--- config.mk ---
export PLATFORM = sky130hd
export DESIGN_NAME = quad_decoder
export DESIGN_NICKNAME = d
export VERILOG_FILES = /design/src/rtl/quad_pkg.sv /design/src/rtl/quad_debounce.sv /design/src/rtl/quad_decoder.sv
export SDC_FILE = /design/constraint.sdc
export NUM_CORES = 1
export LEC_CHECK = 0
export BUFFER_PORTS_ARGS = -buffer_cell sky130_fd_sc_hd__buf_2
export CAP_MARGIN = 25
export CORE_UTILIZATION = 45
export DETAILED_ROUTE_END_ITERATION = 8
export GPL_TIMING_DRIVEN = 0
export PLACE_DENSITY = 0.68
export SETUP_SLACK_MARGIN = 0.02
export SLEW_MARGIN = 20
export SYNTH_ARGS = -nofsm -noshare
export SYNTH_HDL_FRONTEND = slang
export SYNTH_SLANG_ARGS = --single-unit
--- constraint.sdc ---
create_clock -name clk -period 1.3 [get_ports clk]
set_clock_uncertainty 0.05 [all_clocks]
set_input_delay 0.065 -clock clk [delete_from_list [all_inputs] [get_ports clk]]
set_output_delay 0.065 -clock clk [all_outputs]
set_load 0.01 [all_outputs]
--- src/rtl/quad_pkg.sv ---
// Shared types and the Gray-code transition decoder for the quadrature front-end.
package quad_pkg;

    typedef enum logic [0:0] {ST_INIT, ST_TRACK} quad_state_t;

    typedef logic [1:0] quad_ab_t;

    // Returns {valid, up, illegal}; cur/prev are {a, b}.
    function automatic logic [2:0] decode(quad_ab_t prev, quad_ab_t cur);
        quad_ab_t diff;
        logic     valid;
        logic     up;
        diff  = prev ^ cur;
        valid = ^diff;
        // Forward steps are exactly those where old a differs from new b.
        up    = prev[1] ^ cur[0];
        return {valid, valid & up, &diff};
    endfunction

endpackage

--- src/rtl/quad_debounce.sv ---
// One encoder channel: multi-flop synchronizer followed by a consecutive-cycle debounce filter.
module quad_debounce #(
    parameter int unsigned SYNC_STAGES = 2,
    parameter int unsigned DEBOUNCE    = 4
) (
    input  logic clk,
    input  logic rst,
    input  logic din,
    input  logic init,
    output logic sync,
    output logic filt
);

    localparam int unsigned CW = (DEBOUNCE > 1) ? $clog2(DEBOUNCE) : 1;

    logic [SYNC_STAGES-1:0] sync_q;
    logic [CW-1:0]          cnt_q;
    logic                   filt_q;

    assign sync = sync_q[SYNC_STAGES-1];
    assign filt = filt_q;

    always_ff @(posedge clk) begin
        if (rst) begin
            sync_q <= '0;
            cnt_q  <= '0;
            filt_q <= 1'b0;
        end else begin
            sync_q <= {sync_q[SYNC_STAGES-2:0], din};
            if (init) begin
                filt_q <= sync;
                cnt_q  <= '0;
            end else if (sync == filt_q) begin
                cnt_q <= '0;
            end else if (cnt_q == CW'(DEBOUNCE - 1)) begin
                filt_q <= sync;
                cnt_q  <= '0;
            end else begin
                cnt_q <= cnt_q + 1'b1;
            end
        end
    end

endmodule

--- src/rtl/quad_decoder.sv ---
// Quadrature encoder front-end: filtered A/B channels decoded into step/dir pulses with
// illegal-transition flagging.
module quad_decoder
    import quad_pkg::*;
#(
    parameter int unsigned SYNC_STAGES = 2,
    parameter int unsigned DEBOUNCE    = 4
) (
    input  logic clk,
    input  logic rst,
    input  logic a,
    input  logic b,
    input  logic enable,
    input  logic clr_err,
    output logic step,
    output logic dir,
    output logic err,
    output logic err_sticky,
    output logic ready
);

    localparam int unsigned IW = $clog2(SYNC_STAGES + 1);

    quad_state_t    state_q, state_d;
    logic [IW-1:0]  init_cnt_q, init_cnt_d;
    quad_ab_t       prev_q, prev_d;
    logic           step_q, step_d;
    logic           dir_q, dir_d;
    logic           err_q, err_d;
    logic           sticky_q, sticky_d;
    logic           ready_q, ready_d;
    logic           in_init;
    logic           sync_a, sync_b, filt_a, filt_b;
    quad_ab_t       cur;
    logic [2:0]     dec;

    assign in_init = (state_q == ST_INIT);

    quad_debounce #(.SYNC_STAGES(SYNC_STAGES), .DEBOUNCE(DEBOUNCE)) u_deb_a (
        .clk  (clk),
        .rst  (rst),
        .din  (a),
        .init (in_init),
        .sync (sync_a),
        .filt (filt_a)
    );

    quad_debounce #(.SYNC_STAGES(SYNC_STAGES), .DEBOUNCE(DEBOUNCE)) u_deb_b (
        .clk  (clk),
        .rst  (rst),
        .din  (b),
        .init (in_init),
        .sync (sync_b),
        .filt (filt_b)
    );

    assign cur = {filt_a, filt_b};
    assign dec = decode(prev_q, cur);

    always_comb begin
        state_d    = state_q;
        init_cnt_d = init_cnt_q;
        prev_d     = prev_q;
        step_d     = 1'b0;
        err_d      = 1'b0;
        dir_d      = dir_q;
        ready_d    = ready_q;
        unique case (state_q)
            ST_INIT: begin
                // Track what filt is loading so prev == filt at the hand-off to TRACK.
                prev_d = {sync_a, sync_b};
                if (init_cnt_q == IW'(SYNC_STAGES)) begin
                    state_d = ST_TRACK;
                    ready_d = 1'b1;
                end else begin
                    init_cnt_d = init_cnt_q + 1'b1;
                end
            end
            ST_TRACK: begin
                prev_d = cur;
                if (dec[2]) begin
                    dir_d  = dec[1];
                    step_d = enable;
                end
                err_d = dec[0];
            end
            default: state_d = ST_INIT;
        endcase
        // Setting wins over clearing, including while the err pulse is still visible.
        if (err_d || err_q) begin
            sticky_d = 1'b1;
        end else if (clr_err) begin
            sticky_d = 1'b0;
        end else begin
            sticky_d = sticky_q;
        end
    end

    always_ff @(posedge clk) begin
        if (rst) begin
            state_q    <= ST_INIT;
            init_cnt_q <= '0;
            prev_q     <= '0;
            step_q     <= 1'b0;
            dir_q      <= 1'b0;
            err_q      <= 1'b0;
            sticky_q   <= 1'b0;
            ready_q    <= 1'b0;
        end else begin
            state_q    <= state_d;
            init_cnt_q <= init_cnt_d;
            prev_q     <= prev_d;
            step_q     <= step_d;
            dir_q      <= dir_d;
            err_q      <= err_d;
            sticky_q   <= sticky_d;
            ready_q    <= ready_d;
        end
    end

    assign step       = step_q;
    assign dir        = dir_q;
    assign err        = err_q;
    assign err_sticky = sticky_q;
    assign ready      = ready_q;

endmodule
Yosys cells after proc, flatten, opt, wreduce, memory -nomap -nowiden
Cells that the tools add are included.

storage, ports and cells
  register bits after elaboration = 20
  output and inout bits = 5

cells by class
  add/sub/neg operators = 3
  equality and inequality tests = 9
  multiplexer cells = 12
  bitwise operators = 6
  reductions and logical operators = 12

operators with widths
  operator                                                         number
  2-bit AND reduction                                              6
  1-bit two-way mux                                                11
  4-bit OR reduction                                               2
  2-bit by 1-bit adder with 2-bit output, second input constant    3
  2-bit equality test, second input constant                       3
  2-bit by 1-bit != test with 1-bit output, second input constant  2
  2-bit != test, second input constant                             2
  2-bit one-hot mux with 2 select lines                            1
  1-bit NOT                                                        3
  3-bit OR reduction                                               1
  1-bit equality test                                              2
  2-bit nonzero test                                               1
  2-bit XOR reduction                                              1
  2-bit bitwise XOR                                                1
  1-bit AND                                                        1
  1-bit logical OR                                                 1
  1-bit bitwise XOR                                                1

Depth between registers and ports, before layout
  word-level depth = 5
  gate-level depth with buffers = 5
  mapped depth without buffers = 5

Modules after synthesis
Synthesis repeated with hierarchy kept, for this count alone.

second synthesis, totals
  cell total of the unflattened synthesis = 72
  area, all modules = 775.7 um2

by module, submodules not included
  module         times used  cells each  area each (um2)  seq. area each (um2)
  quad_decoder   1           42          415.4            200.2
  quad_debounce  2           15          180.2            100.1

Least setup slack after synthesis
OpenSTA, ideal clock, no wires.

  path kind = register to register
  start = register u_deb_b.filt_q (netlist: u_deb_b.filt)
  end = register dir_q (netlist: dir)
  arrival time = 1.131 ns
  required time = 1.159 ns
  path slack = 0.028 ns
  cell stages (with the launch flop) = 6
  path buffers = 1
  clock period less this slack = 1.272 ns
  path through = dfxtp_1 -> buf_4 -> xor2_1 -> ha_1 -> a21oi_1 -> a311oi_1

between the ends
  word-level cells in the longest chain between the ends = 3
  elaborated cells on any way between the ends = 5

ends and longest elaborated chain
  item                                                     RTL line             source
  from (decl)                                              quad_debounce.sv:18  logic filt_q;
  from (signal assigned)                                   quad_debounce.sv:31  filt_q <= sync;
  from (signal assigned)                                   quad_debounce.sv:36  filt_q <= sync;
  2-bit bitwise XOR                                        quad_pkg.sv:13       diff = prev ^ cur;
  2-bit XOR reduction                                      quad_pkg.sv:14       valid = ^diff;
  1-bit AND / 2-bit AND reduction (equally long branches)  -
  to (signal assigned)                                     quad_decoder.sv:114  dir_q <= dir_d;
  to (decl)                                                quad_decoder.sv:28   logic dir_q, dir_d;

Parallel ways exist; a longest one is shown, timed or not.
A chain may end at the register's enable or synchronous reset.

Worst setup path after layout
Same ends and word-level chain as after synthesis.

==> summary.md <==
| Metric | Value |
|---|---|
| Area Overhead vs Synth | `15.68%` |
| Max Transition Viols Final | `0` |
| Net Sw Frac | `0.2884` |
| Seq/Total Area, Yosys | `0.5120` |
| Max-Cap Viols | `0` |
| Placed Instances | `94` |
| Combinational power share | `0.267` |
| Delay of the slowest critical-path stage | `between 0.3 and 0.4 ns` |
| DR WL/cell | `just over 10 microns` |
| RSZ-0062 raised after global routing | `no` |
| Routability cong. | `roughly 0.67` |
| Die Y | `between 40 and 50 microns` |
| Crit Path Category | `flip-flop to flip-flop` |
| Initial antenna violation count | `0` |
| Vias per cell | `just under 5` |
| Hold slack | `between 0.03 and 0.04 ns` |
| Worst skew pair latency | `0.29 ns` |
| Worst slew pin tran | `around 0.44 ns` |
| Fill cell total of the finished layout | `126` |
| Net Sw Power | `about 0.39 mW` |
| Tot GR Track Use | `0.1304` |
| Worst VDD drop | `around 0.99 mV` |
| Final setup violation count | `0` |
| Yosys top cell area share | `0.5120` |
| Top cell type by total area after synthesis | `dfxtp_1` |
| Synthesis-stage register bit count | `20` |
| H-tree levels | `1` |
| CTS tree | `built` |
| Async SR Flop Fraction | `0` |
| # clock sinks | `20` |
| # diodes | `0` |
| # port buffers | `9` |
| Clk root buf | `clkbuf_4` |
| Slew margin rel. | `0.7048` |
| Crit end category | `flip-flop` |
| Clock-pin slew on the worst setup and hold paths | `around 0.10 ns` |
| Layout cells sized above 1 | `0.2738` |
| Synth top area cells | `dfxtp_1, ha_1, mux2i_1` |
| Design area | `904.6 sq um` |
| Multi-input gate area | `around 350 sq um` |
| Placed inst area | `847.1 sq um` |
| Worst slack, placed | `-0.03656 ns` |
| Leading register cell type out of synthesis | `dfxtp_1` |
| DP HPWL | `728.7 microns` |
| Yosys warns | `0` |
| Fmax | `0.8251 GHz` |
| First-pass GRT wire length | `about 1800 microns` |
| Critical-path maximum fanout | `5` |
| DRT iter0 DRCs | `0` |
| Worst Path Required | `1.46 ns` |
| Sequential Power Share | `0.531` |
| Final WS setup | `roughly 0.09 ns` |
| HP Class | `input pin to flip-flop` |
| Cell-internal power | `0.9567 mW` |
| Post-layout util | `0.5803` |
| Reg area | `between 400 and 500 sq um` |
| Vias post-DR | `481` |
| DIE WIDTH | `43.69 microns` |
| Largest net degree at the start of global routing | `11` |
| Die ar. | `~1900 sq um` |
| Most common cell in the netlist | `dfxtp_1` |
| DRC violations left | `0` |
| Routed Antenna Nets | `0` |
| Fin crit period | `between 1 and 1.5 ns` |
| CP cell instances | `xor2_1 > ha_1 > a21oi_1 > a311oi_1` |
| Row count | `14` |
| Final hold violations | `0` |
| Finished Layout Cells | `100` |
| Clock group share of total power | `0.202` |
| I/O pin total | `11` |
| Worst setup SP type | `flip-flop` |
| Period utilisation layout | `0.9323` |
| Gate count after technology mapping | `just under 70` |
| P_leak | `between 0.3 and 0.4 nW` |
| Slowest cell on crit path | `dfxtp_2` |
| GR Overflow Total | `0` |
| Synthesized area | `between 700 and 800 sq um` |
| Setup tns final | `0 ns` |
| Synth cell types | `24` |
| Avg Inst Size Synth | `11.33 sq um` |
| DRT Wirelength | `roughly 1000 microns` |
| Pwr Total | `around 1.3 mW` |
| Clk buf depth | `2` |
| Pre-Repair DR Iteration Count | `1` |
| CTS buffer count | `3` |
| Net count after synthesis | `~80` |
| Power per Cell Area | `roughly 1500 nW/um^2` |
| Nets | `96` |
| Commonest cells in the netlist | `dfxtp_1, nor2_1` |
| CORE AREA | `approximately 1600 sq um` |
| Initial cell density of the core | `0.5016` |
| Crit path arrival time | `1.38 ns` |
| Post-synth EDFFs | `0` |
| Outcome | `finished clean` |
| Number of global-route vias before repair | `between 400 and 500` |
sequential cells by signal, indices dropped and copies added (netlist names):
name and flops:
dir 1, err 1, err_sticky 1, init_cnt_q 2
prev_q 2, ready 1, state_q 1, step 1
u_deb_a.cnt_q 2, u_deb_a.filt 1, u_deb_a.sync_q 2, u_deb_b.cnt_q 2
u_deb_b.filt 1, u_deb_b.sync_q 2
path summary, 6_finish.rpt:
path,startpoint,endpoint,slack [ns],cells past startpoint
worst max-delay path,u_deb_b.filt$_SDFFE_PP0P_,dir$_SDFFE_PP0P_,0.09,4
worst min-delay path,rst,u_deb_a.sync_q[0]$_SDFF_PP0_,0.04,2
worst max register to register,u_deb_b.filt$_SDFFE_PP0P_,dir$_SDFFE_PP0P_,0.09,4
worst min register to register,u_deb_a.cnt_q[0]$_SDFF_PP0_,u_deb_a.cnt_q[0]$_SDFF_PP0_,0.39,1
power by group through the flow:
stage          registers, mW  logic (mW)  clock network (mW)
6_report               0.713       0.359               0.272
5_1_grt                0.721       0.399               0.315
4_1_cts                0.713       0.367               0.290
3_5_place_dp           0.724       0.362                   0
3_3_place_gp           0.722       0.355                   0
2_1_floorplan          0.725       0.299                   0
placed cells by master, fill, tap and decap left out:
master and count:
a211oi_2 1, nand2b_1 2, buf_6 1, xnor2_1 4
nor4_1 1, nand2b_2 1, a21oi_1 4, inv_1 1
clkbuf_1 1, nor2_1 9, and4b_1 1, inv_2 1
nand2_1 1, a311oi_1 1, nor4b_2 2, buf_2 10
clkbuf_4 3, mux2i_1 4, nor2b_1 4, xor2_1 2
dfxtp_2 2, nor4_2 1, dlygate4sd3_1 4, ha_1 4
dfxtp_1 18, nor2_8 1
area by class of cell:
cell class	count	area share
flip-flops and latches	20	0.4454
multi-input cells	43	0.3831
repair buffers	13	0.09405
clock buffers	3	0.02490
plain buffers	3	0.02213
well taps	16	0.02213
inverters	2	0.008299
layer usage:
metal,track usage,vias to the layer above,wire [microns]
met1,0.1553,205,523
met4,0.05625,0,11
met2,0.2000,10,423
met5,0,-,0
li1,-,263,-
met3,0.06250,3,53
logic make-up (layout without fill, tap and decap cells):
group / count (synthesis) / after routing / synth area share
AO/OA/AOI/OAI: 6 / 6 / 0.05280
XOR/XNOR: 6 / 6 / 0.06720
adder cells (fa/ha/maj): 4 / 4 / 0.06400
buffers and inverters: 6 / 21 / 0.04478
flip-flops: 20 / 20 / 0.5120
multiplexers: 4 / 4 / 0.05120
AND/OR/NAND/NOR: 23 / 23 / 0.2080
worst max-delay path, delay by kind of cell (launching register included):
family	cells	cell delay [ns]
flip-flops	1	0.36
AO/OA/AOI/OAI	2	0.25
adder cells (fa/ha/maj)	1	0.31
XOR/XNOR	1	0.16
timing repair:
action	in CTS	in global routing
endpoints found under the hold margin	4	0
endpoints found under the setup margin	2	2
gates cloned	0	0
buffers inserted	0	0
gates resized for setup	0	2
pin swaps	2	0
hold buffers	4	0
(Power assumes the default switching activity.)
